[config.mk]
export PLATFORM = sky130hd
export DESIGN_NAME = baud_generator
export DESIGN_NICKNAME = d
export VERILOG_FILES = /design/src/rtl/uart_pkg.sv /design/src/rtl/frac_pulse_divider.sv /design/src/rtl/baud_generator.sv
export SDC_FILE = /design/constraint.sdc
export NUM_CORES = 1
export LEC_CHECK = 0
export BUFFER_PORTS_ARGS = -buffer_cell sky130_fd_sc_hd__buf_4
export CAP_MARGIN = 20
export CORE_MARGIN = 2
export CORE_UTILIZATION = 53
export CTS_CLUSTER_DIAMETER = 40
export CTS_CLUSTER_SIZE = 20
export DETAILED_ROUTE_END_ITERATION = 10
export PLACE_DENSITY = 0.68
export SETUP_SLACK_MARGIN = 0.5
export SLEW_MARGIN = 20
export SYNTH_ARGS = -nofsm -noshare
export SYNTH_HDL_FRONTEND = slang
export SYNTH_SLANG_ARGS = --single-unit
[constraint.sdc]
create_clock -name CLK -period 4.4 [get_ports CLK]
set_input_delay 0.88 -clock CLK [delete_from_list [all_inputs] [get_ports CLK]]
set_output_delay 0.88 -clock CLK [all_outputs]
set_load 0.005 [all_outputs]
[src/rtl/uart_pkg.sv]
// Shared UART constants and elaboration helpers used by the baud generator
// and the UART TX/RX blocks.
package uart_pkg;

    localparam int UART_CLOCK_IN          = 100_000_000;
    localparam int UART_BAUD_RATE         = 230_400;
    localparam int UART_OVERSAMPLING_RATE = 8;

    // Accumulator width that holds acc + num for any acc in [0, den-1].
    function automatic int phase_width(input longint unsigned num, input longint unsigned den);
        return $clog2(num + den);
    endfunction

endpackage

[src/rtl/frac_pulse_divider.sv]
// Fractional phase accumulator: emits a one-cycle PULSE at an average rate of
// NUM/DEN per clock, with no long-term drift.
module frac_pulse_divider
    import uart_pkg::*;
#(
    parameter int NUM = UART_BAUD_RATE * UART_OVERSAMPLING_RATE,
    parameter int DEN = UART_CLOCK_IN
) (
    input  logic CLK,
    input  logic RST,
    output logic PULSE,
    // Overflow on the coming edge; lets the parent advance counters in step with PULSE.
    output logic WRAP
);

    localparam int W = phase_width(longint'(NUM), longint'(DEN));
    localparam logic [W-1:0] NUM_W = W'(NUM);
    localparam logic [W-1:0] DEN_W = W'(DEN);

    if (NUM <= 0 || NUM > DEN) begin : g_bad_ratio
        $error("frac_pulse_divider: NUM must be in 1..DEN");
    end

    logic [W-1:0] acc;
    logic [W-1:0] sum;

    assign sum  = acc + NUM_W;
    assign WRAP = (sum >= DEN_W);

    // NOTE: sequential state uses non-blocking assignments so every register
    // samples pre-edge values; reset here is synchronous, sampled on CLK.
    always_ff @(posedge CLK) begin
        if (RST) begin
            acc   <= '0;
            PULSE <= 1'b0;
        end else if (WRAP) begin
            acc   <= sum - DEN_W;
            PULSE <= 1'b1;
        end else begin
            acc   <= sum;
            PULSE <= 1'b0;
        end
    end

endmodule

[src/rtl/baud_generator.sv]
// UART pulse-rate generator: DIVPULSE at BAUD_RATE*OVERSAMPLING_RATE for the
// RX sampler, BAUDPULSE on every OVERSAMPLING_RATE-th DIVPULSE for TX.
module baud_generator
    import uart_pkg::*;
#(
    parameter int BAUD_RATE         = UART_BAUD_RATE,
    parameter int CLOCK_IN          = UART_CLOCK_IN,
    parameter int OVERSAMPLING_RATE = UART_OVERSAMPLING_RATE
) (
    input  logic CLK,
    input  logic RST,
    output logic DIVPULSE,
    output logic BAUDPULSE
);

    localparam longint INC_L = longint'(BAUD_RATE) * longint'(OVERSAMPLING_RATE);
    localparam int     INC   = int'(INC_L);
    localparam int     CW    = (OVERSAMPLING_RATE > 1) ? $clog2(OVERSAMPLING_RATE) : 1;
    localparam logic [CW-1:0] CNT_LAST = CW'(OVERSAMPLING_RATE - 1);

    if (OVERSAMPLING_RATE < 1 || INC_L <= 0 || INC_L > longint'(CLOCK_IN)) begin : g_bad_params
        $error("baud_generator: need OVERSAMPLING_RATE >= 1 and 0 < BAUD_RATE*OVERSAMPLING_RATE <= CLOCK_IN");
    end

    logic          wrap;
    logic [CW-1:0] cnt;

    frac_pulse_divider #(
        .NUM (INC),
        .DEN (CLOCK_IN)
    ) u_div (
        .CLK   (CLK),
        .RST   (RST),
        .PULSE (DIVPULSE),
        .WRAP  (wrap)
    );

    // Count advances only on overflow edges, so BAUDPULSE lands on the same
    // cycle as the DIVPULSE that completes each group.
    always_ff @(posedge CLK) begin
        if (RST) begin
            cnt       <= '0;
            BAUDPULSE <= 1'b0;
        end else if (wrap) begin
            if (cnt == CNT_LAST) begin
                cnt       <= '0;
                BAUDPULSE <= 1'b1;
            end else begin
                cnt       <= cnt + CW'(1);
                BAUDPULSE <= 1'b0;
            end
        end else begin
            BAUDPULSE <= 1'b0;
        end
    end

endmodule

### Word-level counts from Yosys, hierarchy flattened

Index checks and enable logic that the tools add are counted.
Widths: inputs -> output; s select.

| storage, ports and cells | value |
|---|---|
| bits in registers | 32 |
| input port bits | 2 |
| logic and storage cells | 15 |

| cells by class | value |
|---|---|
| add/sub/neg operators | 3 |
| order comparisons | 1 |
| equality and inequality tests | 1 |
| multiplexer cells | 4 |
| bitwise operators | 1 |
| reductions and logical operators | 1 |

Operator list:

| kind | number |
|---|---|
| $add 27x21->27 const B | 1 |
| $ge 27x27->1 const B | 1 |
| $mux 27 | 1 |
| $sub 27x27->27 const B | 1 |
| $add 3x1->3 const B | 1 |
| $eq 3x3->1 const B | 1 |
| $mux 3 | 1 |
| $mux 1 | 2 |
| $reduce_or 2->1 | 1 |
| $not 1->1 | 1 |

### Depth between registers and ports, before layout

Gate-level depths: netlist (run 1).

| logic depth | value |
|---|---|
| word-level depth | 4 |
| gate-level depth with buffers | 11 |
| mapped depth without buffers | 9 |

### By module

From an unflattened synthesis (run 1), not the netlist that was laid out.

| unflattened totals | value |
|---|---|
| cell total of the unflattened synthesis | 194 |
| area, all modules | 1647.8 µm² |

By module, submodules not included:

| module | instances | cells an instance | area an instance (µm²) | sequential area each (µm²) |
|---|---|---|---|---|
| frac_pulse_divider | 1 | 179 | 1483.9 | 400.4 |
| baud_generator | 1 | 15 | 163.9 | 80.1 |

### Least setup slack after synthesis (run 1)

OpenSTA, ideal clock, no wires.

| timing | value |
|---|---|
| path type | register to register |
| start point | reg u_div.acc[14] |
| end point | reg u_div.acc[17] |
| library setup time | 123 ps |
| data arrival time | 2551 ps |
| data required time | 4277 ps |
| path slack | 1725 ps |
| stages on the path, launching flop included | 10 |
| path buffers | 1 |
| clock period less this slack | 2675 ps |
| cells stage by stage | dfxtp_1 ha_1 clkbuf_1 nand3_1 xor2_1 nand3_1 a311oi_1 a211oi_4 o21ai_1 mux2_1 |

| between the ends | value |
|---|---|
| longest elaborated chain between the ends | 3 |

RTL lines:

| element | RTL line | RTL |
|---|---|---|
| start, declared | frac_pulse_divider.sv:24 | `logic [W-1:0] acc;` |
| start signal, assigned | frac_pulse_divider.sv:37 | `acc <= sum - DEN_W;` |
| start signal, assigned | frac_pulse_divider.sv:40 | `acc <= sum;` |
| $add 27x21->27 * | frac_pulse_divider.sv:27 | `assign sum = acc + NUM_W;` |
| $sub 27x27->27 / $ge 27x27->1 (equally long branches) | frac_pulse_divider.sv:37, frac_pulse_divider.sv:28 |  |
| $mux 27 * | frac_pulse_divider.sv:36 | `end else if (WRAP) begin` |

Every way passes the cells marked *; elsewhere a longest branch is shown, timed or not.
A chain may end at the register's enable or synchronous reset.

### Final worst setup path (run 1)

| timing | value |
|---|---|
| start point | reg u_div.acc[13] |
| end point | reg u_div.acc[17] |

The elaborated chain is that of the path after synthesis.

==> impl_results.md, run 1 <==
- Multi-input logic area: 1090 um^2
- CP required: 4620 ps
- Slew @ Worst Pin: 1070 ps
- Achievable Freq: 281 MHz
- Hold path startpoint: cnt[2]
- Max IR drop VDD: 0.190 mV
- Cts repair resizes: 0
- Starting Density: 54.7%
- Nets@finish: 202
- Adder-cell share of the synthesized area: 4.57%
- ANT nets after route: 0
- PD cells: 295 nW/um^2
- Post-synth top area share: 29.3%
- Worst r2r dst: u_div.acc[17]
- Setup WS post-layout: 837 ps
- Max FO, Critical Path: 26
- Dpl hpwl: 2.58 mm
- Worst Hold Path EP: cnt[2]
- Longest Clk Path Bufs: 2
- Main combinational cell family by area after synthesis: compound AO/OA/AOI/OAI gates
- Post-DR wirelength/cell: 15.5 um
- Placed Cells: 222
- Drt initial violations: 115
- Drc violations: 0
- Mux cell area share after synthesis: 3.20%
- Die height: 59.7 um
- Post-synthesis xor/xnor area fraction: 10.1%
- Register area share after synthesis: 29.3%
- Area of the core: 3000 um^2
- Final count of negative-setup-slack endpoints: 0
- First-pass GRT wire length: 5.72 mm
- Syn_nets: 202
- P&R area growth vs syn: 4.19%
- Total gr overflow: 0
- Initial antenna violation count: 0
- TNS Setup: 0 ps
- Max-Cap Viols: 0
- Layout cells sized above 1: 8.29%
- Number of flops mapped to enable cells by yosys: 0
- Port Buf Inserts: 3
- Flops & latches, synth: 24
- Area of the die: 3560 um^2
- Crit Path Category: flip-flop to flip-flop
- Num CTS Buffers: 3
- Simple-gate portion of the synthesized area: 23.6%
- Synth Instances: 194
- Clock Latency Late Sink: 320 ps
- Postcts setup bufs: 0
- Critical register-to-register path startpoint: u_div.acc[13]
- Core Util, Final: 57.0%
- Largest net degree at the start of global routing: 27
- Clock Skew: 6.80 ps
- Leak pwr: 0.666 nW
- Synth area leader: dfxtp_1
- Worst hold path cell count: 2
- DRT Pass-1 Iters: 4
- Compound-gate portion of the synthesized area: 24.7%
- HP Class: flip-flop to flip-flop
- Part of the cycle the worst path needs: 81.0%
- Hold Buf Count CTS: 0
- Reg area: 480 um^2
- Top post-synthesis cells by count: dfxtp_1, nor2_1, a21oi_1
- Clock-pin slew on the worst setup and hold paths: 140 ps
- CTS sink count: 24
- Max-slew violation count: 0
- DR vias/cell: 6.27
- Num rows: 20
- Syn Area/Cell: 8.46 um^2
- Post-Synthesis Cell Area: 1640 um^2
- Die X: 59.7 um
- DR vias: 1,418
- Synth Flop Type: dfxtp_1
- WP data arrival: 3780 ps
- Place WS: 879 ps
- Fill count: 297
- Vias in the first global route: 1,277
- Ys async rst share: 0%
- Cells along the critical path: ha_1, nand4_1, or4_1, o21ai_2, o221ai_4, a211oi_4, o21ai_1, mux2_1
- Max-slew headroom: 28.7%
- Ports: 4
- Critical path's slowest cell: a211oi_4
- Drt total wl: 3.51 mm
- # H-tree levels: 1
- Non-filler instance count after layout: 226
- Final Hold Viols: 0
- GRT Total Usage: 21.3%
- CTS tree: done
- CP endpoint kind: flip-flop
- Root Driver: clkbuf_4
- Library cells used by synthesis: 50
- Crit path launch type: flip-flop
- Hold WS: 524 ps
- RSZ-0062 raised after global routing: no
- Gp weighted congestion: 0.918
- Crit path largest cell delay: 950 ps
- Most numerous cell in the Yosys netlist: dfxtp_1
- R2R setup slack: 840 ps
- Synthesis warning total: 0
- Min cycle time layout: 3560 ps
- N_diodes: 0
- Status: finished clean
- R2R depth: 8
- Top post-synthesis cells by area: dfxtp_1, xnor2_1, a21oi_1
-- critical path, delay by kind of cell, from the launching register on --
family / cells / cell delay (ps)
flops: 1 / 530
mux: 1 / 350
fa+ha+maj: 1 / 350
compound gates: 4 / 1440
simple gates: 2 / 780
-- layer usage --
layer	global-route usage [%]	vias to the layer above	wire length [um]
met1	27.6	668	1630
met4	10.5	0	66
li1	-	712	-
met5	0	-	0
met3	2.16	6	104
met2	35.1	32	1710
-- worst max path at each step --
stage | start | end | slack, ps | depth (start not counted)
2_1_floorplan | u_div.acc[14] | u_div.acc[17] | 1730 | 9
3_3_place_gp | u_div.acc[13] | u_div.acc[17] | 1010 | 8
3_5_place_dp | u_div.acc[13] | u_div.acc[17] | 880 | 8
4_1_cts | u_div.acc[13] | u_div.acc[17] | 870 | 8
5_1_grt | u_div.acc[13] | u_div.acc[17] | 650 | 8
6_report | u_div.acc[13] | u_div.acc[17] | 840 | 8
-- registers in the layout, indices dropped and copies added, names as in the netlist --
register     flops
u_div.acc       19
cnt              3
BAUDPULSE        1
u_div.PULSE      1
-- power breakdown --
group / internal [mW] / switching [mW] / total, mW
clock: 0.0921 / 0.0689 / 0.161
sequential: 0.228 / 0.0208 / 0.249
combinational: 0.0376 / 0.0581 / 0.0956
total: 0.357 / 0.148 / 0.505
-- cells by family (layout without fill, tap and decap cells) --
family	Yosys count	in the layout
simple gates	74	74
buf+inv	15	14
fa+ha+maj	6	6
flops	24	24
mux	5	5
compound gates	51	51
xor+xnor	19	19
-- area by class of cell --
cell class | instances | area share, %
multi-input cells | 155 | 63.6
inverters | 7 | 1.54
flip-flops and latches | 24 | 28.1
repair buffers | 3 | 1.32
well taps | 33 | 2.41
clock buffers | 3 | 1.32
clock inverters | 1 | 1.76
-- layout by cell type (no fill, tap or decap), drive strengths merged, types with 2 or more instances in the layout --
master,Yosys,layout
dfxtp,24,24
nor2,21,21
a21oi,18,18
xnor2,12,12
nand2,11,11
nand3,8,8
inv,7,7
and3,7,7
xor2,7,7
o21ai,7,7
ha,6,6
nand4,5,5
nor3,5,5
a2111oi,4,4
a211oi,4,4
and2,3,3
nand3b,3,3
mux2i,3,3
clkbuf,4,3
buf,4,3
or3,2,2
o211a,2,2
nor3b,2,2
a211o,2,2
a311oi,2,2
mux2,2,2
a31oi,2,2
a21o,2,2
a31o,2,2
-- metrics by stage --
| step | instance area (um^2) | total power, mW |
|---|---|---|
| 5_1_grt | 1710 | 0.531 |
| 4_1_cts | 1710 | 0.510 |
| 6_report | 1710 | 0.505 |
| 3_3_place_gp | 1660 | 0.343 |
| 2_1_floorplan | 1640 | 0.326 |
| 3_5_place_dp | 1660 | 0.346 |
Power figures use the tool's default switching activity.
==> inputs of run 2 (changes only) <==
--- a/config.mk
+++ b/config.mk
@@ -12,7 +12,7 @@
 export CTS_CLUSTER_DIAMETER = 40
 export CTS_CLUSTER_SIZE = 20
 export DETAILED_ROUTE_END_ITERATION = 10
-export PLACE_DENSITY = 0.68
+export PLACE_DENSITY = 0.71
 export SETUP_SLACK_MARGIN = 0.5
 export SLEW_MARGIN = 20
 export SYNTH_ARGS = -nofsm -noshare
==> constraint.sdc (replaced) <==
create_clock -name CLK -period 3.1 [get_ports CLK]
set_input_delay 0.62 -clock CLK [delete_from_list [all_inputs] [get_ports CLK]]
set_output_delay 0.62 -clock CLK [all_outputs]
set_load 0.005 [all_outputs]
==> run 2 against run 1 <==
Against the previous run: core utilization is 10 points higher; routed wire length is 18% higher; flip-flop and latch count stayed put; critical path type unchanged.
==> impl_results.md, run 2 (synthesized netlist as in run 1, its figures left out) <==
- Dpl hpwl: 2.59 mm (+0.35%)
- Ports: 4 (unchanged)
- CP endpoint kind: flip-flop
- Initial antenna violation count: 0 (unchanged)
- Largest Register: u_div.acc
- Top flop regs: u_div.acc: 19 flops, cnt: 3 flops
- First-pass GRT wire length: 6.14 mm (+7.4%)
- DR vias/cell: 6.38 (+1.7%)
- Final count of negative-setup-slack endpoints: 0 (unchanged)
- Max IR drop VDD: 0.264 mV (+39%)
- Longest Clk Path Bufs: 2 (unchanged)
- R2R depth: 8 (unchanged)
- Min cycle time layout: 2630 ps (-930 ps)
- Family with the most delay on the worst path: compound AO/OA/AOI/OAI gates
- Final Hold Viols: 0 (unchanged)
- TNS Setup: 0 ps (unchanged)
- Root Driver: clkbuf_4
- Commonest non-fill, non-tap cell in the layout: nor2_1
- Part of the cycle the worst path needs: 84.9% (+3.9 points)
- Sum of buffers and inverters on the critical path: 0 (unchanged)
- Clock-pin slew on the worst setup and hold paths: 130 ps (about the same)
- Crit Path Category: flip-flop to flip-flop
- Commonest cells after routing, fill and taps aside: nor2_1, dfxtp_1, buf_4
- Clock Latency Late Sink: 330 ps (about the same)
- Nets@finish: 221 (+9.4%)
- P&R area growth vs syn: 22.9%
- Max-Cap Viols: 0 (unchanged)
- WP data arrival: 2860 ps (-920 ps)
- Drt initial violations: 118 (+2.6%)
- Clock Skew: 3.03 ps (-3.77 ps)
- Gp weighted congestion: 0.920 (+0.20%)
- Num CTS Buffers: 3 (unchanged)
- Dpl cell area: 1700 um^2 (+2.6%)
- Area of the core: 3000 um^2 (unchanged)
- Achievable Freq: 380 MHz (+35%)
- Leak pwr: 0.788 nW (+18%)
- R2R setup slack: 470 ps (-370 ps)
- Total gr overflow: 0 (unchanged)
- Die X: 59.7 um (unchanged)
- Port Buf Inserts: 3 (unchanged)
- Drt total wl: 4.13 mm (+18%)
- Worst r2r dst: u_div.acc[17]
- RSZ-0062 raised after global routing: yes
- Layout cells sized above 1: 26.4% (+18 points)
- Max FO, Critical Path: 6 (-77%)
- Max-slew headroom: 52.9% (+24 points)
- CTS sink count: 24 (unchanged)
- # H-tree levels: 1 (unchanged)
- Max-slew violation count: 0 (unchanged)
- Design area: 2020 um^2 (+18%)
- Worst Hold Path EP: cnt[2]
- PD cells: 382 nW/um^2 (+29%)
- Largest net degree at the start of global routing: 26 (-3.7%)
- Starting Density: 54.7% (unchanged)
- ANT nets after route: 0 (unchanged)
- Worst hold path cell count: 2 (unchanged)
- Drc violations: 0 (unchanged)
- CTS tree: done
- Hold WS: 533 ps (+8.95 ps)
- Status: finished clean
- Critical path's slowest cell: or4_4
- N_diodes: 0 (unchanged)
- CP required: 3330 ps (-1290 ps)
- Max FFs per register: 19 (unchanged)
- Crit path largest cell delay: 600 ps (-350 ps)
- Num rows: 20 (unchanged)
- Vias in the first global route: 1,411 (+10%)
- Hold path startpoint: cnt[2]
- Slew @ Worst Pin: 701 ps (-365 ps)
- Critical register-to-register path startpoint: u_div.acc[14]
- DR vias: 1,564 (+10%)
- DRT Pass-1 Iters: 4 (unchanged)
- Post-DR wirelength/cell: 16.9 um (+8.6%)
- Area of the die: 3560 um^2 (unchanged)
- GRT Total Usage: 22.2% (+0.87 points)
- Crit path launch type: flip-flop
- Cells along the critical path: ha_4, nand4_1, or4_4, o21ai_4, o221ai_4, a211oi_4, o21ai_1, mux2_1
- Die height: 59.7 um (unchanged)
- HP Class: flip-flop to flip-flop
==> run 2: per-stage QoR <==
stage / util, % / setup WS, ps / cells / power [mW]
after global routing: 67.2 / 378 / 245 / 0.800
final: 67.2 / 467 / 245 / 0.771
after global placement: 56.7 / 412 / 227 / 0.495
after CTS: 60.7 / 502 / 234 / 0.733
after floorplan: - / 544 / 194 / 0.465
after detailed placement: 56.7 / 308 / 227 / 0.499
==> run 2: layout make-up <==
cell class                      instances  area [um^2]
Inverter                                7         26.3
Clock buffer                            3         22.5
Tap cell                               33         41.3
Clock inverter                          1         30.0
Timing Repair Buffer                   22          176
Sequential cell                        24          489
Multi-Input combinational cell        155         1230
Fill cell                             223          986
==> run 2: what timing repair did <==
item                                    CTS  global route
pin swaps                                 4            14
resized for setup                         9            23
hold buffers                              0             0
endpoints found under the hold margin     0             0
endpoints found under the setup margin   22            24
buffers inserted                          3            11
==> run 2: how the worst max path moves through the flow <==
stage / to / slack (ps) / start / cells past startpoint
2_1_floorplan: u_div.acc[12] / 540 / u_div.acc[14] / 9
3_3_place_gp: cnt[2] / 410 / u_div.acc[14] / 9
3_5_place_dp: cnt[1] / 310 / u_div.acc[14] / 9
5_1_grt: u_div.acc[8] / 380 / u_div.acc[14] / 10
6_report: u_div.acc[17] / 470 / u_div.acc[14] / 8
4_1_cts: u_div.acc[9] / 500 / u_div.acc[19] / 9
==> run 2: report_power, final <==
part	switching (mW)	internal, mW
Clock	0.101	0.131
Combinational	0.105	0.0806
Sequential	0.0286	0.325
Total	0.235	0.536
==> run 2: worst register-to-register path, stage by stage, from the launching register on <==
cell and delay [ps]:
dfxtp_4 390, ha_4 160, nand4_1 220, or4_4 600
o21ai_4 100, o221ai_4 200, a211oi_4 380, o21ai_1 150
mux2_1 340
==> run 2: routing by layer <==
metal  share of wire [%]  vias to the layer above  global-route usage (%)  routed length [um]
met5                   0                        -                       0                   0
met4                 2.3                        0                    8.57                  93
met3                 3.0                       11                    3.68                 126
met2                  49                       43                    35.7                2020
met1                  46                      760                    29.5                1890
li1                    -                      750                       -                   -
==> inputs of run 3 (changes only) <==
--- a/config.mk
+++ b/config.mk
@@ -12,7 +12,7 @@
 export CTS_CLUSTER_DIAMETER = 40
 export CTS_CLUSTER_SIZE = 20
 export DETAILED_ROUTE_END_ITERATION = 10
-export PLACE_DENSITY = 0.71
+export PLACE_DENSITY = 0.68
 export SETUP_SLACK_MARGIN = 0.5
 export SLEW_MARGIN = 20
 export SYNTH_ARGS = -nofsm -noshare
==> constraint.sdc (replaced) <==
create_clock -name CLK -period 2.66 [get_ports CLK]
set_input_delay 0.532 -clock CLK [delete_from_list [all_inputs] [get_ports CLK]]
set_output_delay 0.532 -clock CLK [all_outputs]
set_load 0.005 [all_outputs]
==> run 3 against run 2 <==
Against the previous run: cell count grew 6.5%; via count increased by 5.1%; cell area up 20%; sequential share of layout area down 3.6 points; critical path type unchanged; largest power group unchanged; highest routed layer unchanged.
==> impl_results.md, run 3 (synthesized netlist as in run 1, its figures left out) <==
- Status: finished clean
- CP endpoint kind: flip-flop
- Dpl hpwl: 2.70 mm (+4.3%)
- PD cells: 398 nW/um^2 (+4.3%)
- Clock Latency Late Sink: 350 ps (+20 ps)
- Sum of buffers and inverters on the critical path: 0 (unchanged)
- Clock-pin slew on the worst setup and hold paths: 160 ps (+30 ps)
- Fill count: 173 (-22%)
- Largest net degree at the start of global routing: 26 (unchanged)
- Switching pwr: 0.306 mW (+30%)
- Max-slew violation count: 0 (unchanged)
- Part of the cycle the worst path needs: 95.2% (+10 points)
- Root Driver: clkbuf_4
- ANT nets after route: 0 (unchanged)
- First-pass GRT wire length: 6.60 mm (+7.4%)
- RSZ-0062 raised after global routing: yes
- WP data arrival: 2780 ps (-80 ps)
- DRT Pass-1 Iters: 4 (unchanged)
- Min cycle time layout: 2530 ps (-99.7 ps)
- Max IR drop VDD: 0.285 mV (+8.2%)
- Post-DR wirelength/cell: 18.7 um (+11%)
- Total power: 0.962 mW (+25%)
- HP Class: flip-flop to flip-flop
- Commonest cells after routing, fill and taps aside: buf_4, nor2_1, dfxtp_1
- Die height: 59.7 um (unchanged)
- Area of the die: 3560 um^2 (unchanged)
- Drt initial violations: 146 (+24%)
- Final Hold Viols: 0 (unchanged)
- R2R depth: 7 (-1)
- Achievable Freq: 395 MHz (+3.9%)
- Drt total wl: 4.88 mm (+18%)
- Clk pwr share: 29.1% (-1.0 points)
- Leak pwr: 0.910 nW (+15%)
- Gp weighted congestion: 0.880 (-4.4%)
- CTS sink count: 24 (unchanged)
- Layout cells sized above 1: 45.2% (+19 points)
- Ports: 4 (unchanged)
- Cell depth of the worst setup path: 7 (-1)
- Max-slew headroom: 62.8% (+9.8 points)
- Starting Density: 54.7% (unchanged)
- # H-tree levels: 1 (unchanged)
- Top flop regs: u_div.acc: 19 flops, cnt: 3 flops
- Largest Register: u_div.acc
- Num CTS Buffers: 3 (unchanged)
- Int Power: 0.656 mW (+22%)
- Crit path launch type: flip-flop
- P&R area growth vs syn: 47.0%
- Clock Skew: 21.1 ps (+18.1 ps)
- Vias in the first global route: 1,491 (+5.7%)
- Port Buf Inserts: 3 (unchanged)
- Max-Cap Viols: 0 (unchanged)
- Worst hold path cell count: 2 (unchanged)
- Core Util, Final: 80.4% (+13 points)
- Drc violations: 0 (unchanged)
- Num rows: 20 (unchanged)
- Max FO, Critical Path: 7 (+1)
- DR vias: 1,644 (+5.1%)
- Longest Clk Path Bufs: 2 (unchanged)
- Crit Path Category: flip-flop to flip-flop
- Commonest non-fill, non-tap cell in the layout: buf_4
- Area of the core: 3000 um^2 (unchanged)
- Total gr overflow: 0 (unchanged)
- N_diodes: 0 (unchanged)
- Crit path largest cell delay: 630 ps (+30 ps)
- TNS Setup: 0 ps (unchanged)
- Die X: 59.7 um (unchanged)
- CP required: 2910 ps (-420 ps)
- Max FFs per register: 19 (unchanged)
- Final count of negative-setup-slack endpoints: 0 (unchanged)
- Combinational Power Share: 28.2% (+4.1 points)
- Switching share of power: 31.8% (+1.4 points)
- Flop pwr share: 42.7% (-3.1 points)
- Cells along the critical path: or3_4, or4_4, o21ai_4, o221ai_4, a2111oi_1, xnor2_1, nor2_1
- Nets@finish: 237 (+7.2%)
- DR vias/cell: 6.30 (-1.3%)
- Initial antenna violation count: 0 (unchanged)
- CTS tree: done
- Family with the most delay on the worst path: simple AND/OR/NAND/NOR gates
- Critical path's slowest cell: a2111oi_1
- GRT Total Usage: 24.1% (+1.9 points)
- Slew @ Worst Pin: 557 ps (-144 ps)
[run 3: repair_timing]
action,CTS,global route
cloned,0,2
setup buffers,8,14
endpoints found under the hold margin,0,0
hold buffers,0,0
pin swaps,5,26
setup endpoints to repair,24,24
gates resized for setup,23,57
[run 3: worst paths after layout]
kind	endpoint	slack, ps	from
min reg2reg	cnt[1]	520	cnt[1]
max	u_div.acc[18]	130	u_div.acc[18]
min	cnt[1]	520	cnt[1]
max reg2reg	u_div.acc[18]	130	u_div.acc[18]
[run 3: layout make-up]
class	count	area, um^2	share of cell area [%]
tap	33	41.3	1.71
inverter	7	26.3	1.09
sequential	24	498	20.6
clock inverter	1	30.0	1.24
clock buffer	3	22.5	0.933
timing repair buffer	38	327	13.5
multi-input combinational	155	1470	60.9
[run 3: through the flow]
step | instances | hold slack (ps) | cell area (um^2) | setup WS [ps]
2_1_floorplan | 194 | 465 | 1700 | 251
3_3_place_gp | 233 | 478 | 1790 | 163
3_5_place_dp | 233 | 490 | 1790 | 141
4_1_cts | 245 | 522 | 2010 | 164
5_1_grt | 261 | 562 | 2410 | 38.6
6_report | 261 | 521 | 2410 | 127
[run 3: worst min-delay path, stage by stage, from the launching register on]
cell	delay, ps
dfxtp_1	360
mux2i_1	70
nor2_1	70
[run 3: metal layers]
| metal | track usage, % | wire [um] |
|---|---|---|
| met4 | 9.52 | 96 |
| met1 | 31.5 | 2210 |
| met3 | 2.38 | 186 |
| met5 | 0 | 0 |
| met2 | 40.5 | 2390 |
[run 3: power groups by stage]
| stage | Sequential [mW] | Combinational [mW] | Clock (mW) |
|---|---|---|---|
| finish | 0.411 | 0.271 | 0.280 |
| CTS | 0.404 | 0.211 | 0.277 |
| floorplan | 0.401 | 0.152 | 0 |
| global placement | 0.411 | 0.188 | 0 |
| detailed placement | 0.412 | 0.192 | 0 |
| global route | 0.415 | 0.290 | 0.287 |
